**src/rtl/mmio_map_pkg.sv**
```systemverilog
// MMIO map shared by the snapshot master and its users.
// Holds the coprocessor/DMEM space split, well-known selector numbers,
// the snapshot FSM state type and small address-forming helpers.
package mmio_map_pkg;

    // address[COPROC_SPACE_BIT]=1 selects coprocessor registers, 0 selects DMEM
    localparam int unsigned COPROC_SPACE_BIT = 12;

    localparam logic [4:0] PHYS_P1 = 5'd0;
    localparam logic [4:0] PHYS_P2 = 5'd1;
    localparam logic [4:0] CTRL_P1 = 5'd4;
    localparam logic [4:0] CTRL_P2 = 5'd5;
    localparam logic [4:0] COLL_P1 = 5'd12;
    localparam logic [4:0] COLL_P2 = 5'd13;
    localparam logic [4:0] ATK_P1  = 5'd16;
    localparam logic [4:0] ATK_P2  = 5'd17;

    typedef enum logic [2:0] {
        IDLE,
        ARB,
        READ,
        WRITE,
        FRAME,
        DONE
    } state_t;

    // Coprocessor register address for selector sel
    function automatic logic [12:0] coproc_addr(input logic [4:0] sel);
        logic [12:0] a;
        a = '0;
        a[COPROC_SPACE_BIT] = 1'b1;
        a[11:7] = sel;
        return a;
    endfunction

    // DMEM word address (coprocessor space bit forced low)
    function automatic logic [12:0] dmem_addr(input logic [11:0] word_addr);
        logic [12:0] a;
        a = {1'b0, word_addr};
        a[COPROC_SPACE_BIT] = 1'b0;
        return a;
    endfunction

endpackage

```
**src/rtl/mmio_snapshot_master_if.sv**
```systemverilog
// MMIO port bundle between the snapshot master and the arbitrated MMIO port.
//   bus_req  : master requests port ownership
//   bus_gnt  : arbiter grant
//   address  : 13-bit MMIO address
//   data_out : write data
//   wren     : write enable
//   data_in  : combinational read data
interface mmio_snapshot_master_if;
    logic        bus_req;
    logic        bus_gnt;
    logic [12:0] address;
    logic [31:0] data_out;
    logic        wren;
    logic [31:0] data_in;

    modport master (
        output bus_req, address, data_out, wren,
        input  bus_gnt, data_in
    );

    modport slave (
        input  bus_req, address, data_out, wren,
        output bus_gnt, data_in
    );
endinterface

```
**src/rtl/mask_scan.sv**
```systemverilog
// Lowest-set-bit finder for a 32-bit mask.
//   mask  : input mask
//   idx   : index of the lowest set bit (0 when mask is 0)
//   valid : 1 when any bit of mask is set
module mask_scan (
    input  logic [31:0] mask,
    output logic [4:0]  idx,
    output logic        valid
);
    always_comb begin
        idx   = '0;
        valid = 1'b0;
        for (int unsigned i = 0; i < 32; i++) begin
            if (mask[i] && !valid) begin
                idx   = 5'(i);
                valid = 1'b1;
            end
        end
    end
endmodule

```
**src/rtl/mmio_snapshot_master.sv**
```systemverilog
// Snapshot master: on start, copies each selected coprocessor register into
// consecutive DMEM slots, optionally followed by a frame-counter word.
//   clock, reset : system clock, synchronous active-low reset
//   start        : snapshot request pulse (ignored while busy)
//   sel_mask     : selector bitmap, latched at start
//   base_addr    : DMEM destination base, 0 means DMEM_BASE_DEFAULT
//   bus          : MMIO master port (request/grant, address, data, wren)
//   busy, done   : snapshot in progress / one-cycle completion pulse
//   frame_count  : number of completed snapshots
module mmio_snapshot_master
    import mmio_map_pkg::*;
#(
    parameter logic [11:0] DMEM_BASE_DEFAULT = 12'h800,
    parameter bit          FRAME_WORD_EN     = 1'b1
) (
    input  logic                          clock,
    input  logic                          reset,
    input  logic                          start,
    input  logic [31:0]                   sel_mask,
    input  logic [11:0]                   base_addr,
    mmio_snapshot_master_if.master        bus,
    output logic                          busy,
    output logic                          done,
    output logic [31:0]                   frame_count
);

    state_t      state, state_nx;
    logic [31:0] mask_q;
    logic [11:0] base_q;
    logic [5:0]  slot_q;
    logic [31:0] word_q;
    logic [4:0]  sel_idx;
    logic        sel_valid;
    logic [31:0] mask_rest;
    logic [11:0] slot_addr;

    mask_scan u_scan (
        .mask  (mask_q),
        .idx   (sel_idx),
        .valid (sel_valid)
    );

    // Mask with the current (lowest) selector removed
    assign mask_rest = mask_q & (mask_q - 32'd1);
    // 12-bit add wraps the destination modulo 4096
    assign slot_addr = base_q + 12'(slot_q);

    always_ff @(posedge clock) begin
        if (!reset) begin
            state       <= IDLE;
            mask_q      <= '0;
            base_q      <= '0;
            slot_q      <= '0;
            word_q      <= '0;
            frame_count <= '0;
        end else begin
            state <= state_nx;
            case (state)
                IDLE: begin
                    if (start) begin
                        mask_q <= sel_mask;
                        base_q <= (base_addr == 12'd0) ? DMEM_BASE_DEFAULT : base_addr;
                        slot_q <= '0;
                    end
                end
                READ: begin
                    if (bus.bus_gnt) word_q <= bus.data_in;
                end
                WRITE: begin
                    if (bus.bus_gnt) begin
                        mask_q <= mask_rest;
                        slot_q <= slot_q + 6'd1;
                    end
                end
                DONE:    frame_count <= frame_count + 32'd1;
                default: ;
            endcase
        end
    end

    always_comb begin
        state_nx     = state;
        bus.bus_req  = 1'b0;
        bus.address  = '0;
        bus.data_out = '0;
        bus.wren     = 1'b0;
        busy         = 1'b0;
        done         = 1'b0;
        case (state)
            IDLE: begin
                if (start) state_nx = ARB;
            end
            ARB: begin
                busy        = 1'b1;
                bus.bus_req = 1'b1;
                if (bus.bus_gnt) begin
                    if (sel_valid)          state_nx = READ;
                    else if (FRAME_WORD_EN) state_nx = FRAME;
                    else                    state_nx = DONE;
                end
            end
            READ: begin
                busy        = 1'b1;
                bus.bus_req = 1'b1;
                if (bus.bus_gnt) begin
                    bus.address = coproc_addr(sel_idx);
                    state_nx    = WRITE;
                end
            end
            WRITE: begin
                busy        = 1'b1;
                bus.bus_req = 1'b1;
                if (bus.bus_gnt) begin
                    bus.address  = dmem_addr(slot_addr);
                    bus.data_out = word_q;
                    bus.wren     = 1'b1;
                    if (mask_rest != 32'd0) state_nx = READ;
                    else if (FRAME_WORD_EN) state_nx = FRAME;
                    else                    state_nx = DONE;
                end
            end
            FRAME: begin
                busy        = 1'b1;
                bus.bus_req = 1'b1;
                if (bus.bus_gnt) begin
                    // slot_q equals the popcount of the latched mask here
                    bus.address  = dmem_addr(slot_addr);
                    bus.data_out = frame_count + 32'd1;
                    bus.wren     = 1'b1;
                    state_nx     = DONE;
                end
            end
            DONE: begin
                done     = 1'b1;
                state_nx = IDLE;
            end
            default: state_nx = IDLE;
        endcase
    end

endmodule

```
**src/flat_wrapper.sv**
```systemverilog
// flat-port wrapper written by rule: the top's interface ports become plain ports
module mmio_snapshot_master_flat import mmio_map_pkg::*;
#(
    parameter logic [11:0] DMEM_BASE_DEFAULT = 12'h800,
    parameter bit          FRAME_WORD_EN     = 1'b1
)
  (clock, reset, start, sel_mask, base_addr, busy, done, frame_count, bus_bus_req, bus_address, bus_data_out, bus_wren, bus_bus_gnt, bus_data_in);
  mmio_snapshot_master_if bus_i ();
  input  logic clock;
  input  logic reset;
  input  logic start;
  input  logic [31:0] sel_mask;
  input  logic [11:0] base_addr;
  output logic busy;
  output logic done;
  output logic [31:0] frame_count;
  output wire logic [$bits(bus_i.bus_req)-1:0] bus_bus_req;
  output wire logic [$bits(bus_i.address)-1:0] bus_address;
  output wire logic [$bits(bus_i.data_out)-1:0] bus_data_out;
  output wire logic [$bits(bus_i.wren)-1:0] bus_wren;
  input wire logic [$bits(bus_i.bus_gnt)-1:0] bus_bus_gnt;
  input wire logic [$bits(bus_i.data_in)-1:0] bus_data_in;
  assign bus_bus_req = bus_i.bus_req;
  assign bus_address = bus_i.address;
  assign bus_data_out = bus_i.data_out;
  assign bus_wren = bus_i.wren;
  assign bus_i.bus_gnt = bus_bus_gnt;
  assign bus_i.data_in = bus_data_in;
  mmio_snapshot_master #(.DMEM_BASE_DEFAULT(DMEM_BASE_DEFAULT), .FRAME_WORD_EN(FRAME_WORD_EN)) u_core (.clock(clock), .reset(reset), .start(start), .sel_mask(sel_mask), .base_addr(base_addr), .bus(bus_i), .busy(busy), .done(done), .frame_count(frame_count));
endmodule
```
**config.mk**
```make
export PLATFORM = sky130hd
export DESIGN_NAME = mmio_snapshot_master_flat
export DESIGN_NICKNAME = d
export VERILOG_FILES = /design/src/rtl/mmio_map_pkg.sv /design/src/rtl/mmio_snapshot_master_if.sv /design/src/rtl/mask_scan.sv /design/src/rtl/mmio_snapshot_master.sv /design/src/flat_wrapper.sv
export SDC_FILE = /design/constraint.sdc
export NUM_CORES = 1
export LEC_CHECK = 0
export CAP_MARGIN = 30
export CORE_MARGIN = 2
export CORE_UTILIZATION = 51
export CTS_CLUSTER_DIAMETER = 50
export CTS_CLUSTER_SIZE = 14
export DETAILED_ROUTE_END_ITERATION = 8
export PLACE_DENSITY = 0.79
export SKIP_LAST_GASP = 1
export SYNTH_ARGS = -nofsm -noshare
export SYNTH_HDL_FRONTEND = slang
export SYNTH_SLANG_ARGS = --single-unit
export TNS_END_PERCENT = 100
```
**constraint.sdc**
```tcl
create_clock -name clock -period 3.06 [get_ports clock]
set_input_delay 0.306 -clock clock [delete_from_list [all_inputs] [get_ports clock]]
set_output_delay 0.306 -clock clock [all_outputs]
set_load 0.05 [all_outputs]
```
* After elaboration in Yosys (flattened, before gate mapping)
Index checks and enable logic that the tools add are counted.
** Word-level totals
- Word-level logic and storage cells :: 181
- Register bits after elaboration :: 117
- Bits of input ports :: 80
- Output and inout port bits :: 81
** Operators by class
- Multiplexer cells :: 88
- Eq/ne operators :: 10
- Reduce and logical (&&, ||, !) cells :: 72
- Bitwise operators :: 1
- Add/subtract/negate cells :: 4
** Operators by type and width (count)
- $mux 5 :: 30
- $mux 32 :: 4
- $pmux 32 s2 :: 2
- $mux 1 :: 37
- $add 32x1->32 const B :: 1
- $and 32x32->32 :: 1
- $reduce_bool 32->1 :: 1
- $sub 32x1->32 const B :: 1
- $logic_and 1x1->1 :: 31
- $logic_not 1->1 :: 31
- $pmux 13 s2 :: 1
- $mux 12 :: 2
- $mux 3 :: 7
- $pmux 3 s5 :: 1
- $mux 13 :: 1
- $add 12x6->12 :: 1
- $logic_not 12->1 :: 1
- $mux 6 :: 2
- $pmux 6 s2 :: 1
- $ne 2x2->1 const B :: 5
- $add 6x1->6 const B :: 1
- $eq 3x2->1 const B :: 2
- $eq 3x3->1 const B :: 2
- $reduce_and 5->1 :: 1
- 7 further kinds :: 8

* Depth between registers and ports, before layout
Gate-level depths: netlist of the first run.
- Depth in word-level cells :: 97
- Gate-level depth with buffers :: 10

* Hierarchy
Synthesis of the first run repeated with hierarchy kept, for this count alone.
** Second synthesis, totals
- Cell total of the unflattened synthesis :: 909
- Area, all modules :: 6690.2 um2
** Modules (own cells, without submodules)
- mmio_snapshot_master :: area each 6248.5 um2, cells each 840, seq. area each 2342.2 um2, times used 1
- mask_scan :: area each 441.7 um2, cells each 69, seq. area each 0.0 um2, times used 1

* Least setup slack after synthesis of the first run
OpenSTA, ideal clock, no wires.
- Kind :: reg2out
- From :: register u_core.frame_count[0]
- To :: output bus_data_out[28]
- Arrival time :: 3.238 ns
- Required time :: 2.754 ns
- Setup slack :: -0.484 ns
- Path buffers :: 0
- Cell stages (with the launch flop) :: 8
- Cells stage by stage :: dfxtp_1 ha_1 nand3_1 nor4_4 nand3_1 nor2_1 xnor2_1 o21ai_0
** Between the ends
- Longest elaborated chain between the ends :: 3
** Ends and longest elaborated chain
- start: declaration :: line mmio_snapshot_master.sv:24 : output logic [31:0] frame_count
- start signal: assignment :: line mmio_snapshot_master.sv:75 : DONE: frame_count <= frame_count + 32'd1;
- $add 32x1->32 :: line mmio_snapshot_master.sv:128 : bus.data_out = frame_count + 32'd1;
- $mux 32 :: line mmio_snapshot_master.sv:125 : if (bus.bus_gnt) begin
- $pmux 32 s2 :: line mmio_snapshot_master.sv:89 : case (state)
- end: declaration :: line flat_wrapper.sv:19 : output wire logic [$bits(bus_i.data_out)-1:0] bus_data_out;
Every way passes these cells.

* Worst setup path in the final report of the first run
- From :: register u_core.mask_q[2]
- To :: output bus_address[8]
** Between the ends
- Longest elaborated chain between the ends :: 91
- Elaborated cells on any way between the ends :: 120
** Ends and longest elaborated chain
- start: declaration :: line mmio_snapshot_master.sv:28 : logic [31:0] mask_q;
- start signal: assignment :: line mmio_snapshot_master.sv:61 : mask_q <= sel_mask;
- start signal: assignment :: line mmio_snapshot_master.sv:71 : mask_q <= mask_rest;
- $logic_and 1x1->1 * :: line mask_scan.sv:14 : if (mask[i] && !valid) begin
- $mux 1 :: line mask_scan.sv:14
- $logic_not 1->1 :: line mask_scan.sv:14
- $logic_and 1x1->1 :: line mask_scan.sv:14
- $mux 1 :: line mask_scan.sv:14
- $logic_not 1->1 :: line mask_scan.sv:14
- $logic_and 1x1->1 :: line mask_scan.sv:14
- $mux 1 :: line mask_scan.sv:14
- [75 not listed]
- $logic_not 1->1 :: line mask_scan.sv:14
- $logic_and 1x1->1 :: line mask_scan.sv:14
- $mux 1 :: line mask_scan.sv:14
- $logic_not 1->1 :: line mask_scan.sv:14
- $logic_and 1x1->1 :: line mask_scan.sv:14
- $mux 5 * :: line mask_scan.sv:14
- $mux 13 * :: line mmio_snapshot_master.sv:105 : if (bus.bus_gnt) begin
- $pmux 13 s2 * :: line mmio_snapshot_master.sv:89
- end: declaration :: line flat_wrapper.sv:18 : output wire logic [$bits(bus_i.address)-1:0] bus_address;
Every way passes the cells marked *; elsewhere a longest branch is shown, timed or not.

==> impl_metrics.csv, run 1 <==
group,metric,value,unit
outcome,status,"finished, final reports clean",
clocking,cts_tree,"yes",
pwr,ir_drop,0.3780,mV
routing,routedWlPerCell,16.22,µm
setup_path,critPathBufInv,2,
setup_path,cpPeakStageDelay,0.42,ns
timing,tns,0,ns
setup_path,crit_path_cell_trace,"nor4_4, nand4_2, buf_4, nor3_1, o2bb2ai_1, o211ai_1, o211ai_1, buf_4",
grt,grt_pass1_vias,6577,
synthesis,synth_edf_count,0,
clocking,cts-htree-levels,4,
routing,drt-vias-per-instance,5.638,
floorplan,ioPinCount,161,
routing,drt-initial-drc-count,508,
placed_design,dp_hpwl,14.03,mm
synthesis,synth_fp_nets,1011,
grt,overflow,0,
floorplan,core-area,13350,µm²
routing,dr.pass1.iters,9,
timing,final-setup-viol-count,0,
setup_path,critPathLaunchType,"register",
hold_path,min_path_type,"primary input to register",
timing,finalHoldViolCount,0,
setup_path,crit_required,2.75,ns
clocking,holdBufCountCts,0,
synthesis,synthesis.area,7012,µm²
synthesis,ys_types,64,
routing,drtAntennaViolNets,0,
grt,antenna_found_initial,0,
clocking,cts_buffers,17,
timing,tightest_slew,0.7929,ns
finish,drive_above_1_share,12.02,%
floorplan,die_w,121.3,µm
setup_path,crit_arrival,2.65,ns
pwr,power.total,4.815,mW
synthesis,synth_ff_type,"dfxtp_1",
routing,wl,20.26,mm
setup_path,slowest_stage,"dfxtp_1",
synthesis,ys_ff_latch,117,
setup_path,cp_max_fo,21,
setup_path,worstSetupPathType,"register to output port",
pwr,total_leakage_power,3.510,nW
grt,grt_use_total,27.42,%
timing,post-route-min-period,2.955,ns
timing,finalClockSkew,0.009280,ns
clocking,cts_buffer_depth,2,
synthesis,avgSynthCellArea,7.605,µm²
floorplan,die_h,121.3,µm
grt,grt_pass1_wl,32.22,mm
clocking,root_buffer,"clkbuf_16",
routing,vias,7042,
clocking,numClockSinks,117,
pwr,powerDensity,491.0,nW/µm²
setup_path,worst_path_dominant_cell_family,"simple AND/OR/NAND/NOR gates",
clocking,clk_pin_slew,0.06,ns
floorplan,fp-row-count,42,
floorplan,die-area,14700,µm²
placed_design,port_buffers,160,
timing,period_share,96.58,%
clocking,clk_latency,0.42,ns
finish,nNetsFinal,1149,
timing,holdWs,0.4430,ns
flow_run,cap_violations,0,
placed_design,place.gp.congestion,0.8964,
grt,grt_max_degree,50,
timing,max_freq,0.3384,GHz
timing,maxSlewHeadroom,47.14,%
synthesis,postSynth.asyncResetShare,0,%
finish,antenna_cells,0,
timing,drv_slew,0,
floorplan,initial_utilization,52.53,%
synthesis,synth-seq-area-share,33.40,%
synthesis,syn_inst,922,
setup_path,worst_setup_path_end_kind,"output port",
synthesis,ys_warn_count,0,
routing,post-route-drc-count,0,
finish,area_growth,39.86,%
## cells in the mapped netlist (5+ instances only)
master,number,area share (%)
a21boi_0,51,5.5
a21oi_1,16,1.1
a22oi_1,32,3.4
and2_1,28,2.5
and3_1,5,0.45
buf_2,5,0.36
clkbuf_1,52,2.8
dfxtp_1,117,33
ha_1,8,1.4
inv_1,18,0.96
nand2_1,166,8.9
nand3_1,22,1.6
nand4_1,13,1.2
nor2_1,59,3.2
nor2b_1,32,2.9
nor3_1,30,2.1
nor4_1,17,1.5
o211ai_1,6,0.64
o21ai_0,82,5.9
o21bai_1,5,0.54
or3_1,11,0.98
or4_1,5,0.54
xnor2_1,34,4.2
xor2_1,30,3.7
## routing by layer
layer  vias up  global-route usage, %  routed length (µm)
met2       230                  44.07                9560
met5         -                      0                   0
met1      3292                  35.80                8952
li1       3498                      -                   -
met4         0                  8.261                 293
met3        22                  7.754                1458
## worst paths after layout
check,startpoint,end,slack (ns),cells past startpoint
max,u_core.mask_q[2],bus_address[8],0.10,8
min,bus_data_in[19],u_core.word_q[19],0.44,3
max reg2reg,u_core.mask_q[2],u_core.state[1],0.51,7
min reg2reg,u_core.word_q[19],u_core.word_q[19],0.46,2
## cells in the final DEF (no fill, tap or decap), types with 4 or more instances in the layout
| master | synthesis | layout |
|---|---|---|
| nor2_1 | 59 | 58 |
| nand3b_1 | 4 | 4 |
| o21ai_0 | 82 | 61 |
| dfxtp_1 | 117 | 117 |
| o21a_1 | 4 | 4 |
| clkbuf_16 | 0 | 17 |
| nand3_1 | 22 | 20 |
| o211ai_1 | 6 | 6 |
| ha_1 | 8 | 8 |
| nand2_1 | 166 | 166 |
| nand4_1 | 13 | 13 |
| inv_1 | 18 | 18 |
| nor3_1 | 30 | 30 |
| xor2_1 | 30 | 30 |
| a21oi_1 | 16 | 15 |
| a21boi_0 | 51 | 51 |
| and2_1 | 28 | 28 |
| or2_2 | 4 | 4 |
| o21bai_1 | 5 | 5 |
| nor4_4 | 4 | 5 |
| buf_4 | 2 | 37 |
| o21ai_1 | 0 | 17 |
| or4_1 | 5 | 5 |
| or3_1 | 11 | 11 |
| clkdlybuf4s50_1 | 0 | 113 |
| o21ai_2 | 0 | 4 |
| bufinv_16 | 0 | 8 |
| xnor2_1 | 34 | 34 |
| nor2b_1 | 32 | 32 |
| buf_12 | 0 | 33 |
| and3_1 | 5 | 5 |
| a22oi_1 | 32 | 32 |
| nor4_1 | 17 | 16 |
## layout make-up
| cell class | count | area (µm²) |
|---|---|---|
| well taps | 176 | 220.2 |
| fillers | 1050 | 3541 |
| multi-input cells | 721 | 4370 |
| clock buffers | 20 | 456.7 |
| repair buffers | 184 | 2074 |
| clock inverters | 12 | 271.5 |
| flip-flops and latches | 117 | 2342 |
| inverters | 19 | 71.32 |
## worst register-to-register path, delay by kind of cell, from the launching register on
family	cells	cell delay, ns
buffers and inverters	1	0.22
flip-flops	1	0.42
adder cells (fa/ha/maj)	1	0.32
AO/OA/AOI/OAI	1	0.11
AND/OR/NAND/NOR	4	1.34
## repair_timing
item,CTS,global route
endpoints found under the setup margin,0,10
gates resized for setup,0,6
buffers inserted,0,3
## cells by family (layout without fill, tap and decap cells)
| group | count (synthesis) | in the layout | share of synthesized area (%) |
|---|---|---|---|
| and+or+nand+nor | 414 | 414 | 29.76 |
| AOI/OAI and AO/OA | 229 | 229 | 21.38 |
| buffers and inverters | 84 | 235 | 5.014 |
| muxes | 1 | 1 | 0.1428 |
| DFF | 117 | 117 | 33.40 |
| xor gates and xnor gates | 64 | 64 | 7.994 |
| adders and majority gates | 13 | 13 | 2.302 |
## stage by stage
step,setup WS [ns],area (µm²),std cells,utilization [%]
6_report,0.1047,9807,1249,73.47
5_1_grt,-0.0004341,9807,1249,73.47
4_1_cts,0.02624,9756,1246,73.09
3_5_place_dp,0.4734,9027,1214,67.63
3_3_place_gp,0.5362,9027,1214,67.63
2_1_floorplan,-0.1087,7027,922,-
## flip-flops by register name, indices dropped and copies added (netlist names)
register / cells
u_core.frame_count: 32
u_core.mask_q: 32
u_core.word_q: 32
u_core.base_q: 12
u_core.slot_q: 6
u_core.state: 3
## report_power, final
group          switching, mW  internal [mW]
Clock                  0.714           1.74
Sequential            0.0891           1.58
Combinational          0.373          0.320
No activity file was read; power rests on OpenSTA's default activity.
==> inputs of run 2 (changes only) <==
--- a/config.mk
+++ b/config.mk
@@ -11,6 +11,7 @@
 export CTS_CLUSTER_DIAMETER = 50
 export CTS_CLUSTER_SIZE = 14
 export DETAILED_ROUTE_END_ITERATION = 8
+export GPL_TIMING_DRIVEN = 0
 export PLACE_DENSITY = 0.79
 export SKIP_LAST_GASP = 1
 export SYNTH_ARGS = -nofsm -noshare
==> run 2 against run 1 <==
  * Sequential share of layout area is 0.63 points higher
  * Sequential cell count stayed put
  * Clock skew is 0.0023 ns lower
  * Routed wire length is 6.2% higher
  * Die area stayed put
  * Critical path type unchanged
  * Largest power group unchanged
==> impl_metrics.csv, run 2 (synthesized netlist as in run 1, its figures left out) <==
group,metric,value,unit
timing,rsz0062_at_grt,"true",
pwr,p_switching,1.219,mW
clocking,clk_pin_slew,0.06,ns
setup_path,crit_required,2.75,ns
routing,routedWlPerCell,16.68,µm
routing,dr.pass1.iters,6,
routing,drt-initial-drc-count,640,
clocking,holdBufCountCts,0,
clocking,cts_tree,"yes",
finish,final_common_cell,"nand2_1",
clocking,cts_buffer_depth,2,
setup_path,slowest_stage,"fa_1",
timing,maxSlewHeadroom,36.54,%
setup_path,ff2ff_path_depth,9,
pwr,clkPwrFrac,45.8,%
finish,area_growth,36.30,%
grt,overflow,0,
setup_path,critPathLaunchType,"register",
finish,nFillCells,1116,
pwr,swShare,27.52,%
finish,multi_input_area,4438,µm²
routing,post-route-drc-count,0,
setup_path,worstSetupPathType,"register to output port",
floorplan,die_w,121.3,µm
hold_path,min_path_cells,3,
timing,tightest_slew,0.9494,ns
routing,drt-vias-per-instance,5.691,
floorplan,initial_utilization,52.53,%
finish,layout_common_cells,"166 x nand2_1, 117 x dfxtp_1, 114 x clkdlybuf4s50_1, 61 x o21ai_0, 56 x nor2_1",
pwr,internal_power,3.211,mW
setup_path,cpPeakStageDelay,0.41,ns
pwr,total_leakage_power,3.393,nW
pwr,power_frac_comb,16.9,%
clocking,cts-htree-levels,4,
timing,holdWs,0.4429,ns
placed_design,port_buffers,159,
finish,fin_util,71.60,%
grt,grt_use_total,28.94,%
placed_design,place.gp.congestion,0.8959,
timing,max_freq,0.3344,GHz
timing,finalHoldViolCount,0,
floorplan,fp-row-count,42,
pwr,pwr-share-seq,37.3,%
flow_run,cap_violations,0,
grt,antenna_found_initial,0,
finish,nNetsFinal,1190,
floorplan,core-area,13350,µm²
outcome,status,"finished, final reports clean",
setup_path,crit_arrival,2.68,ns
clocking,clk_latency,0.42,ns
grt,grt_pass1_wl,33.93,mm
placed_design,dp_hpwl,15.53,mm
timing,post-route-min-period,2.990,ns
finish,seqCellArea,2342,µm²
clocking,cts_buffers,17,
finish,antenna_cells,0,
timing,drv_slew,0,
floorplan,die-area,14700,µm²
timing,finalClockSkew,0.006969,ns
floorplan,die_h,121.3,µm
setup_path,worst_setup_path_end_kind,"output port",
setup_path,cp_max_fo,5,
hold_path,min_path_type,"primary input to register",
grt,grt_max_degree,18,
floorplan,ioPinCount,161,
routing,vias,7342,
finish,reg_top3,"u_core.frame_count: 32 flops, u_core.mask_q: 32 flops, u_core.word_q: 32 flops",
setup_path,crit_path_cell_trace,"ha_1, fa_1, a21oi_1, o21bai_2, a21o_1, a21oi_1, o211ai_1, o211ai_1, buf_2",
clocking,root_buffer,"clkbuf_16",
clocking,numClockSinks,117,
pwr,ir_drop,0.3879,mV
routing,drtAntennaViolNets,0,
pwr,powerDensity,463.6,nW/µm²
timing,period_share,97.71,%
timing,final-setup-viol-count,0,
finish,drive_above_1_share,12.30,%
grt,grt_pass1_vias,6877,
routing,wl,21.51,mm
run 2: cell types whose count changed in the layout (fill, tap and decap cells not counted), moves of 3 or more:
cell             previous run  this run
buf_12                     33         0
buf_2                       1        14
buf_4                      37        15
buf_6                       0         3
bufinv_16                   8         3
clkbuf_1                    1        39
clkbuf_2                    0         7
clkdlybuf4s15_2             0        23
clkinv_2                    0         5
dlygate4sd2_1               0         3
nor3_1                     30        26
nor3_2                      1         5
run 2: path summary, 6_finish.rpt:
check                                       start                 to  slack, ns
worst min register to register  u_core.word_q[15]  u_core.word_q[15]       0.46
worst min-delay path              bus_data_in[19]  u_core.word_q[19]       0.44
worst max register to register    u_core.state[0]   u_core.slot_q[4]       0.26
worst max-delay path             u_core.slot_q[0]    bus_address[10]       0.07
run 2: what timing repair did:
action	in CTS	in global routing
pin swaps	3	7
endpoints found under the setup margin	47	46
buffers inserted	3	6
gates resized for setup	163	41
run 2: cell type report:
type,instances,share of cell area [%]
Sequential cell,117,24.51
Clock inverter,13,1.650
Timing Repair Buffer,168,16.94
Inverter,19,0.7594
Buffer,57,2.762
Clock buffer,19,4.635
Tap cell,176,2.304
Multi-Input combinational cell,721,46.44
run 2: metrics by stage:
stage / TNS, ns / std cells / worst slack [ns] / cell area (µm²) / total power, mW
floorplan: -0.1087 / 922 / -0.1087 / 7027 / 2.124
global placement: -11.58 / 1257 / -0.6998 / 8838 / 2.372
detailed placement: -11.67 / 1257 / -0.6991 / 8845 / 2.387
CTS: -0.2760 / 1288 / -0.2760 / 9518 / 4.409
global route: -0.09228 / 1290 / -0.07019 / 9557 / 4.598
finish: 0 / 1290 / 0.07000 / 9557 / 4.430
run 2: power by group through the flow:
stage               clock network, mW  logic, mW  registers [mW]
finish                           2.03      0.749            1.65
global route                     2.12      0.817            1.66
CTS                              2.03      0.732            1.64
detailed placement                  0      0.716            1.67
global placement                    0      0.703            1.67
floorplan                           0      0.469            1.65
run 2: critical path, delay by kind of cell (launching register included):
| family | cells | cell delay, ns |
|---|---|---|
| compound gates | 6 | 0.94 |
| fa+ha+maj | 2 | 0.66 |
| buf+inv | 1 | 0.30 |
| flops | 1 | 0.36 |
run 2: metal layers:
layer / vias up / part of all wire [%] / track usage, %
li1: 3576 / - / -
met1: 3409 / 44 / 37.52
met2: 307 / 46 / 46.28
met3: 50 / 7.5 / 7.190
met4: 0 / 2.6 / 11.35
met5: - / 0 / 0
==> inputs of run 3 (changes only) <==
--- a/config.mk
+++ b/config.mk
@@ -6,13 +6,13 @@
 export NUM_CORES = 1
 export LEC_CHECK = 0
 export CAP_MARGIN = 30
-export CORE_MARGIN = 2
 export CORE_UTILIZATION = 51
 export CTS_CLUSTER_DIAMETER = 50
 export CTS_CLUSTER_SIZE = 14
 export DETAILED_ROUTE_END_ITERATION = 8
 export GPL_TIMING_DRIVEN = 0
 export PLACE_DENSITY = 0.79
+export RECOVER_POWER = 50
 export SKIP_LAST_GASP = 1
 export SYNTH_ARGS = -nofsm -noshare
 export SYNTH_HDL_FRONTEND = slang
==> run 3 against run 2 <==
  * The flow now finishes with violations (negative setup slack)
  * Clock skew is 0.0029 ns higher
  * Sequential power hardly changed
  * Maximum frequency is 2.7% lower
  * Core utilization is 0.35 points higher
  * Critical endpoint unchanged
  * Critical path depth stayed put
  * First-iteration DRC count is 1.4% lower
  * Via count is 0.93% higher
  * Combinational power is 1% higher
  * Final area is 0.48% higher
  * Die area is 3.3% lower
  * Global-route usage is 0.96 points higher
==> impl_metrics.csv, run 3 (synthesized netlist as in run 1, its figures left out) <==
group,metric,value,unit
routing,routed.top_layer,"met4",
routing,drtAntennaViolNets,0,
timing,final-setup-viol-count,1,
setup_path,worst_path_dominant_cell_family,"compound AO/OA/AOI/OAI gates",
clocking,numClockSinks,117,
pwr,clkPwrFrac,46.1,%
pwr,powerDensity,465.6,nW/µm²
floorplan,die-area,14220,µm²
routing,drt-initial-drc-count,631,
clocking,cts_buffers,17,
timing,holdWs,0.4479,ns
grt,overflow,0,
finish,nNetsFinal,1194,
finish,drive_above_1_share,13.07,%
finish,final_common_cell,"nand2_1",
setup_path,cpPeakStageDelay,0.43,ns
setup_path,crit_path_cell_trace,"ha_2, fa_1, a21oi_1, o21bai_1, a21o_1, a21oi_2, or4_1, o211ai_1, clkdlybuf4s15_2",
grt,grt_pass1_wl,33.66,mm
placed_design,dpl.cell_count,1257,
setup_path,worstSetupPathType,"register to output port",
routing,routedWlPerCell,16.62,µm
outcome,status,"complete, but fails checks",
routing,wl_met1,9.484,mm
timing,maxSlewHeadroom,29.13,%
setup_path,critPathBufInv,1,
timing,post-route-min-period,3.073,ns
floorplan,die_w,119.3,µm
finish,instances_no_fill,1293,
routing,post-route-drc-count,0,
pwr,power.total,4.471,mW
grt,grt_max_degree,18,
setup_path,crit_required,2.75,ns
floorplan,initial_utilization,52.53,%
timing,drv_slew,0,
placed_design,dp_hpwl,15.37,mm
routing,wl,21.49,mm
floorplan,die_h,119.3,µm
timing,max_freq,0.3254,GHz
clocking,root_buffer,"clkbuf_16",
timing,finalClockSkew,0.009890,ns
pwr,pwr-share-seq,37.0,%
setup_path,critPathLaunchType,"register",
pwr,internal_power,3.275,mW
routing,dr_wl_met2,10.02,mm
finish,layout_common_cells,"165 x nand2_1, 115 x dfxtp_1, 81 x clkdlybuf4s50_1, 61 x o21ai_0, 55 x nor2_1",
routing,drt-vias-per-instance,5.731,
routing,dr_wl_met3,1.559,mm
flow_run,cap_violations,0,
hold_path,min_path_type,"primary input to register",
pwr,power_frac_comb,16.9,%
pwr,total_leakage_power,3.515,nW
setup_path,cp_max_fo,5,
floorplan,ioPinCount,161,
clocking,cts-htree-levels,4,
timing,finalHoldViolCount,0,
placed_design,pre_cts_ws,-0.7074,ns
timing,tightest_slew,1.060,ns
pwr,swShare,26.75,%
grt,grt_use_total,29.90,%
placed_design,port_buffers,159,
clocking,cts_buffer_depth,2,
finish,area_growth,36.96,%
setup_path,worst_setup_path_end_kind,"output port",
floorplan,core-area,13350,µm²
setup_path,crit_arrival,2.77,ns
routing,dr.pass1.iters,6,
grt,antenna_found_initial,0,
grt,grt_pass1_vias,6792,
clocking,clk_pin_slew,0.06,ns
clocking,holdBufCountCts,0,
timing,layout_setup_ws,-0.01316,ns
finish,antenna_cells,0,
clocking,cts_tree,"yes",
timing,tns,-0.01316,ns
placed_design,place.gp.congestion,0.9065,
floorplan,fp-row-count,42,
finish,reg_top3,"u_core.frame_count: 32 flops, u_core.mask_q: 32 flops, u_core.word_q: 32 flops",
pwr,ir_drop,0.4345,mV
timing,period_share,100.4,%
timing,rsz0062_at_grt,"true",
routing,vias,7410,
setup_path,slowest_stage,"or4_1",
outcome,violations,"negative setup slack",
pwr,p_switching,1.196,mW
clocking,clk_latency,0.42,ns
==> run 3: cell types whose count changed in the layout (fill, tap and decap cells not counted), sizes merged, moves of 2 or more <==
| cell | delta |
|---|---|
| clkbuf | +4 |
| dlygate4sd2 | -2 |
| clkdlybuf4s50 | -33 |
| clkinv | -2 |
| clkdlybuf4s15 | +2 |
| dlygate4sd3 | +32 |
| clkinvlp | -2 |
| buf | +3 |
==> run 3: path summary, 6_finish.rpt <==
check                     from                 to  slack, ns  cells after the start
max           u_core.slot_q[0]    bus_address[10]      -0.01                      9
min            bus_data_in[15]  u_core.word_q[15]       0.45                      3
max reg2reg    u_core.state[0]   u_core.slot_q[5]       0.29                      9
min reg2reg  u_core.word_q[14]  u_core.word_q[14]       0.46                      2
==> run 3: power by group through the flow <==
stage          clock network (mW)  logic, mW  registers (mW)
3_3_place_gp                    0      0.704            1.67
6_report                     2.06      0.757            1.65
5_1_grt                      2.15      0.822            1.66
4_1_cts                      2.07      0.730            1.64
2_1_floorplan                   0      0.469            1.65
3_5_place_dp                    0      0.713            1.67
==> run 3: through the flow <==
step / area (µm²) / util (%)
after floorplan: 7027 / -
after detailed placement: 8845 / 66.26
after CTS: 9547 / 71.52
after global placement: 8838 / 66.22
after global routing: 9603 / 71.94
final: 9603 / 71.94
==> run 3: worst reg2reg max path, delay by kind of cell, from the launching register on <==
kind / cells / cell delay (ns)
AND/OR/NAND/NOR: 5 / 0.93
buffers and inverters: 3 / 1.24
flip-flops: 1 / 0.31
XOR/XNOR: 1 / 0.18
==> run 3: timing repair <==
action / in CTS / in global routing
gates resized for setup: 176 / 39
setup buffers: 4 / 9
pin swaps: 4 / 9
endpoints found under the setup margin: 47 / 46
==> run 3: metal layers <==
metal / vias up / track usage [%]
met4: 0 / 9.494
met3: 35 / 7.184
met1: 3507 / 38.71
met2: 279 / 48.76
li1: 3589 / -
met5: - / 0
==> run 3: final cells by class <==
type / count / area [µm²]
Buffer: 57 / 261.5
Clock buffer: 22 / 484.2
Clock inverter: 9 / 125.1
Fill cell: 1103 / 3745
Inverter: 19 / 72.57
Multi-Input combinational cell: 721 / 4438
Sequential cell: 117 / 2345
Tap cell: 176 / 220.2
Timing Repair Buffer: 172 / 1657
==> RTL edit 1: new RTL, flow settings as in run 2 <==
`FRAME_WORD_EN` is set to 1'b1 in 2 places; all go to 1'b0.
--- a/src/rtl/mmio_snapshot_master.sv
+++ b/src/rtl/mmio_snapshot_master.sv
@@ -13,3 +13,3 @@
     parameter logic [11:0] DMEM_BASE_DEFAULT = 12'h800,
-    parameter bit          FRAME_WORD_EN     = 1'b1
+    parameter bit          FRAME_WORD_EN     = 1'b0
 ) (
--- a/src/flat_wrapper.sv
+++ b/src/flat_wrapper.sv
@@ -4,3 +4,3 @@
     parameter logic [11:0] DMEM_BASE_DEFAULT = 12'h800,
-    parameter bit          FRAME_WORD_EN     = 1'b1
+    parameter bit          FRAME_WORD_EN     = 1'b0
 )
Check against the original RTL: not equivalent (Yosys sat finds a counterexample within 4 cycles, from zero or initial values and one cycle with reset low).
==> RTL edit 1 against run 2 <==
- the run now ends with setup timing left
- fmax fell by 3.7%
- sequential cell count unchanged
- wire length rose by 3.0%
- utilization grew 0.60 points
- worst setup slack got worse by 0.11 ns
- total power rose by 3.6%
- synthesized cell count down 1.8%
- final area down 0.35%
- non-clock buffer count up 1
- critical endpoint is now bus_address[7]
- largest cell class unchanged
- area after synthesis is 2.3% lower
- via count barely moved
==> RTL edit 1: results <==
set metrics [dict create \
    max_cap_viols 0 \
    synthFlopType "sky130_fd_sc_hd__dfxtp_1" \
    timing.final.setup_violations 3 \
    pin_count_of_the_biggest_net_entering_global_routing 17 \
    routed.top_layer "met4" \
    wire_length_of_the_first_global_routing_pass_um 34900 \
    finish.net_count 1178 \
    synth.area.top_cells "sky130_fd_sc_hd__dfxtp_1, sky130_fd_sc_hd__nand2_1, sky130_fd_sc_hd__o21ai_0" \
    first_global_vias 6818 \
    port-buffer-count 158 \
    final.setup_skew_ns 0.0105 \
    dr_total_vias 7348 \
    cts_inserted_buffers 17 \
    clock_latency_of_the_later_clocked_register_in_the_worst_skew_pair_ns 0.42 \
    critical_path.max_fanout 9 \
    grt_util_all_layers_pct 30.7 \
    ctsLongestPathBuffers 2 \
    postLayoutSetupSlackWorst_ns -0.0441 \
    n_antenna_cell 0 \
    antenna_found_initial 0 \
    hold-path-cell-count 3 \
    worstHoldPathType "in2reg" \
    synth_nets 994 \
    critical_path_s_largest_stage_delay_ns 0.59 \
    place.gp.congestion 0.945 \
    met2_length_um 10300 \
    p_leak_uw 0.00342 \
    clkSlewWorstSetupHoldPaths_ns 0.06 \
    p_int_uw 3280 \
    vdd.ir_drop.worst_mv 0.371 \
    synthArstFlopShare_pct 0 \
    met1Wirelength_um 9780 \
    place_hpwl_um 15600 \
    drt-initial-drc-count 927 \
    slew_at_the_pin_closest_to_its_max_slew_limit_ns 1.03 \
    failed_checks "setup timing" \
    met3RoutedLength_um 1620 \
    synth_commonest_cells "sky130_fd_sc_hd__nand2_1, sky130_fd_sc_hd__dfxtp_1, sky130_fd_sc_hd__o21ai_0, sky130_fd_sc_hd__a21boi_0, sky130_fd_sc_hd__nor2_1" \
    cts.htree.levels 4 \
    worstRegToRegCells 9 \
    timing.critical_path.slowest_stage_cell "sky130_fd_sc_hd__or4_1" \
    ys.warnings.count 0 \
    cts_root_buffer "sky130_fd_sc_hd__clkbuf_16" \
    synth-seq-area-share_pct 34.2 \
    largest_registers "u_core.frame_count x32, u_core.mask_q x32, u_core.word_q x32" \
    post_route_cells_drive_above_1_share_pct 13.9 \
    synth.most_common_cell "sky130_fd_sc_hd__nand2_1" \
    status "finished with violations" \
    detail_route.first_pass.iterations 5 \
    crit_family "simple AND/OR/NAND/NOR gates" \
    wire_per_inst_um 17.3 \
    synth.distinct_cells 60 \
]
-- RTL edit 1: kinds of logic after synthesis --
group,count (synthesis),synth area share (%)
XOR/XNOR,64,8.18
AO/OA/AOI/OAI,227,21.3
flip-flops,117,34.2
AND/OR/NAND/NOR,410,29.3
adder cells (fa/ha/maj),12,2.21
buffers and inverters,75,4.80
-- RTL edit 1: through the flow --
| stage | instances | setup WS [ns] | area [um2] | total power (uW) | TNS [ns] |
|---|---|---|---|---|---|
| 2_1_floorplan | 905 | -0.246 | 6890 | 2160 | -0.246 |
| 3_3_place_gp | 1239 | -0.870 | 8700 | 2430 | -14.05 |
| 3_5_place_dp | 1239 | -0.866 | 8700 | 2440 | -14.16 |
| 4_1_cts | 1274 | -0.0158 | 9480 | 4540 | -0.0158 |
| 5_1_grt | 1278 | -0.165 | 9520 | 4740 | -0.399 |
| 6_report | 1278 | -0.0441 | 9520 | 4590 | -0.110 |
-- RTL edit 1: what timing repair did --
action	in CTS	in global routing
hold buffers	0	0
pin swaps	9	2
buffers inserted	10	5
gates resized for setup	184	44
endpoints found under the setup margin	46	39
-- RTL edit 1: final timing paths --
kind,startpoint,to,slack [ns]
min,reset,u_core.state[2],0.28
max reg2reg,u_core.mask_q[13],u_core.state[1],0.14
min reg2reg,u_core.word_q[24],u_core.word_q[24],0.47
max,u_core.mask_q[0],bus_address[7],-0.04
-- RTL edit 1: power by group through the flow --
stage,Sequential (uW),Clock (uW),Combinational (uW)
after floorplan,1660,0,501
after global placement,1670,0,759
after detailed placement,1680,0,762
after CTS,1660,2050,825
after global routing,1680,2130,933
final,1670,2060,865
-- RTL edit 1: final cells by class --
type	count	area (um2)
multi-input combinational	713	4410
fill	1032	3670
sequential	117	2360
timing repair buffer	173	1610
clock buffer	23	498
buffer	53	249
tap	176	220
clock inverter	9	116
inverter	14	52.6
-- RTL edit 1: worst reg2reg max path, cell delays in order (launching register included) --
cell                       delay [ns]
sky130_fd_sc_hd__dfxtp_1         0.31
sky130_fd_sc_hd__buf_6           0.13
sky130_fd_sc_hd__or4_4           0.56
sky130_fd_sc_hd__or2_1           0.26
sky130_fd_sc_hd__buf_6           0.15
sky130_fd_sc_hd__or3_1           0.36
sky130_fd_sc_hd__maj3_2          0.34
sky130_fd_sc_hd__nor4_2          0.37
sky130_fd_sc_hd__nand4b_1        0.14
sky130_fd_sc_hd__and3_1          0.21
-- RTL edit 1: per-layer routing --
| metal | GRT usage (%) | up-vias |
|---|---|---|
| li1 | - | 3531 |
| met3 | 7.18 | 40 |
| met4 | 10.3 | 0 |
| met1 | 39.9 | 3453 |
| met2 | 50.4 | 324 |
| met5 | 0 | - |
==> RTL edit 2: new RTL, settings of run 2 <==
Made on the original files. Encoding of `state_t`: now one-hot (6 bits for 6 states).
--- a/src/rtl/mmio_map_pkg.sv
+++ b/src/rtl/mmio_map_pkg.sv
@@ -17,9 +17,9 @@
 
-    typedef enum logic [2:0] {
-        IDLE,
-        ARB,
-        READ,
-        WRITE,
-        FRAME,
-        DONE
+    typedef enum logic [5:0] {
+        IDLE  = 6'b000001,
+        ARB   = 6'b000010,
+        READ  = 6'b000100,
+        WRITE = 6'b001000,
+        FRAME = 6'b010000,
+        DONE  = 6'b100000
     } state_t;
Formal check against the unedited RTL: no difference found for any inputs over 4 cycles, from zero or initial values and one cycle with reset low; so few cycles prove little.
==> RTL edit 2 against run 2 <==
- the run now ends with setup timing left
- area after synthesis shrank 1.8%
- first-iteration DRC count grew 16%
- global-route usage grew 1.8 points
- final area grew 1.7%
- worst setup slack lost 0.14 ns
- count of clock-buffer cells in the layout grew 4
- sequential cell count grew 3
- worst hold slack lost 0.023 ns
- wire length grew 4.6%
- register-to-register slack gained 0.10 ns
- total power grew 3.9%
- largest cell class unchanged
==> RTL edit 2: results <==
set metrics [dict create \
    port-buffer-count 160 \
    fin_total_pwr_uw 4600 \
    seq-cell-share_pct 25.0 \
    inverters_non_clock 14 \
    num-clock-buffers 23 \
    post_route_cells_drive_above_1_share_pct 17.4 \
    synth_area_mm2 0.00689 \
    timing.final.setup_violations 4 \
    drt-initial-drc-count 742 \
    grt_use_met1_pct 41.2 \
    mean_cell_area_of_the_mapped_netlist_um2 7.48 \
    area_delta_synth_final_pct 41.2 \
    synth_nets 1010 \
    r2r_setup_slack_ns 0.36 \
    synth_commonest_cells "sky130_fd_sc_hd__nand2_1, sky130_fd_sc_hd__dfxtp_1, sky130_fd_sc_hd__nor2_1, sky130_fd_sc_hd__a21oi_1, sky130_fd_sc_hd__o21ai_0" \
    status "finished with violations" \
    non_clock_buffer_area_share_pct 19.9 \
    timing.setup.tns_ns -0.175 \
    grt_util_all_layers_pct 30.7 \
    layout.non_clock_buffers 239 \
    pin_count_of_the_biggest_net_entering_global_routing 17 \
    first_global_vias 7014 \
    clockNetworkAreaShare_pct 6.49 \
    grtUsageMet2_pct 49.4 \
    fillerInstances 1016 \
    detail_route.first_pass.iterations 5 \
    p_leak_uw 0.00353 \
    wire_per_inst_um 17.3 \
    multi_input_comb_cells 723 \
    post_synth_xor_area_fraction_pct 8.52 \
    synth-seq-area-share_pct 34.9 \
    worst_hold_slack_ns 0.420 \
    dr_total_vias 7526 \
    failed_checks "setup timing" \
    postLayoutSetupSlackWorst_ns -0.0666 \
]
==> RTL edit 2: cell count changes in the layout (fill, tap and decap cells not counted), sizes merged, moves of 11 or more <==
cell	change
nor2	+50
and2	-20
nor2b	-26
a21oi	+63
nor3	-11
buf	+35
clkdlybuf4s15	-20
a21boi	-54
==> RTL edit 2: final timing paths <==
check	startpoint	to	depth (start not counted)
setup / recovery	u_core.mask_q[3]	bus_address[8]	10
hold / removal	bus_data_in[24]	u_core.word_q[24]	3
setup reg to reg	u_core.mask_q[3]	u_core.state[2]	10
hold reg to reg	u_core.word_q[2]	u_core.word_q[2]	2
==> RTL edit 2: per-layer routing <==
metal / wire [um] / up-vias
li1: - / 3589
met3: 1570 / 56
met4: 682 / 0
met5: 0 / -
met2: 10400 / 314
met1: 9820 / 3567
==> RTL edit 2: what timing repair did <==
item	in CTS	in global routing
pin swaps	12	16
resized for setup	248	77
buffers inserted	15	10
endpoints found under the setup margin	49	47
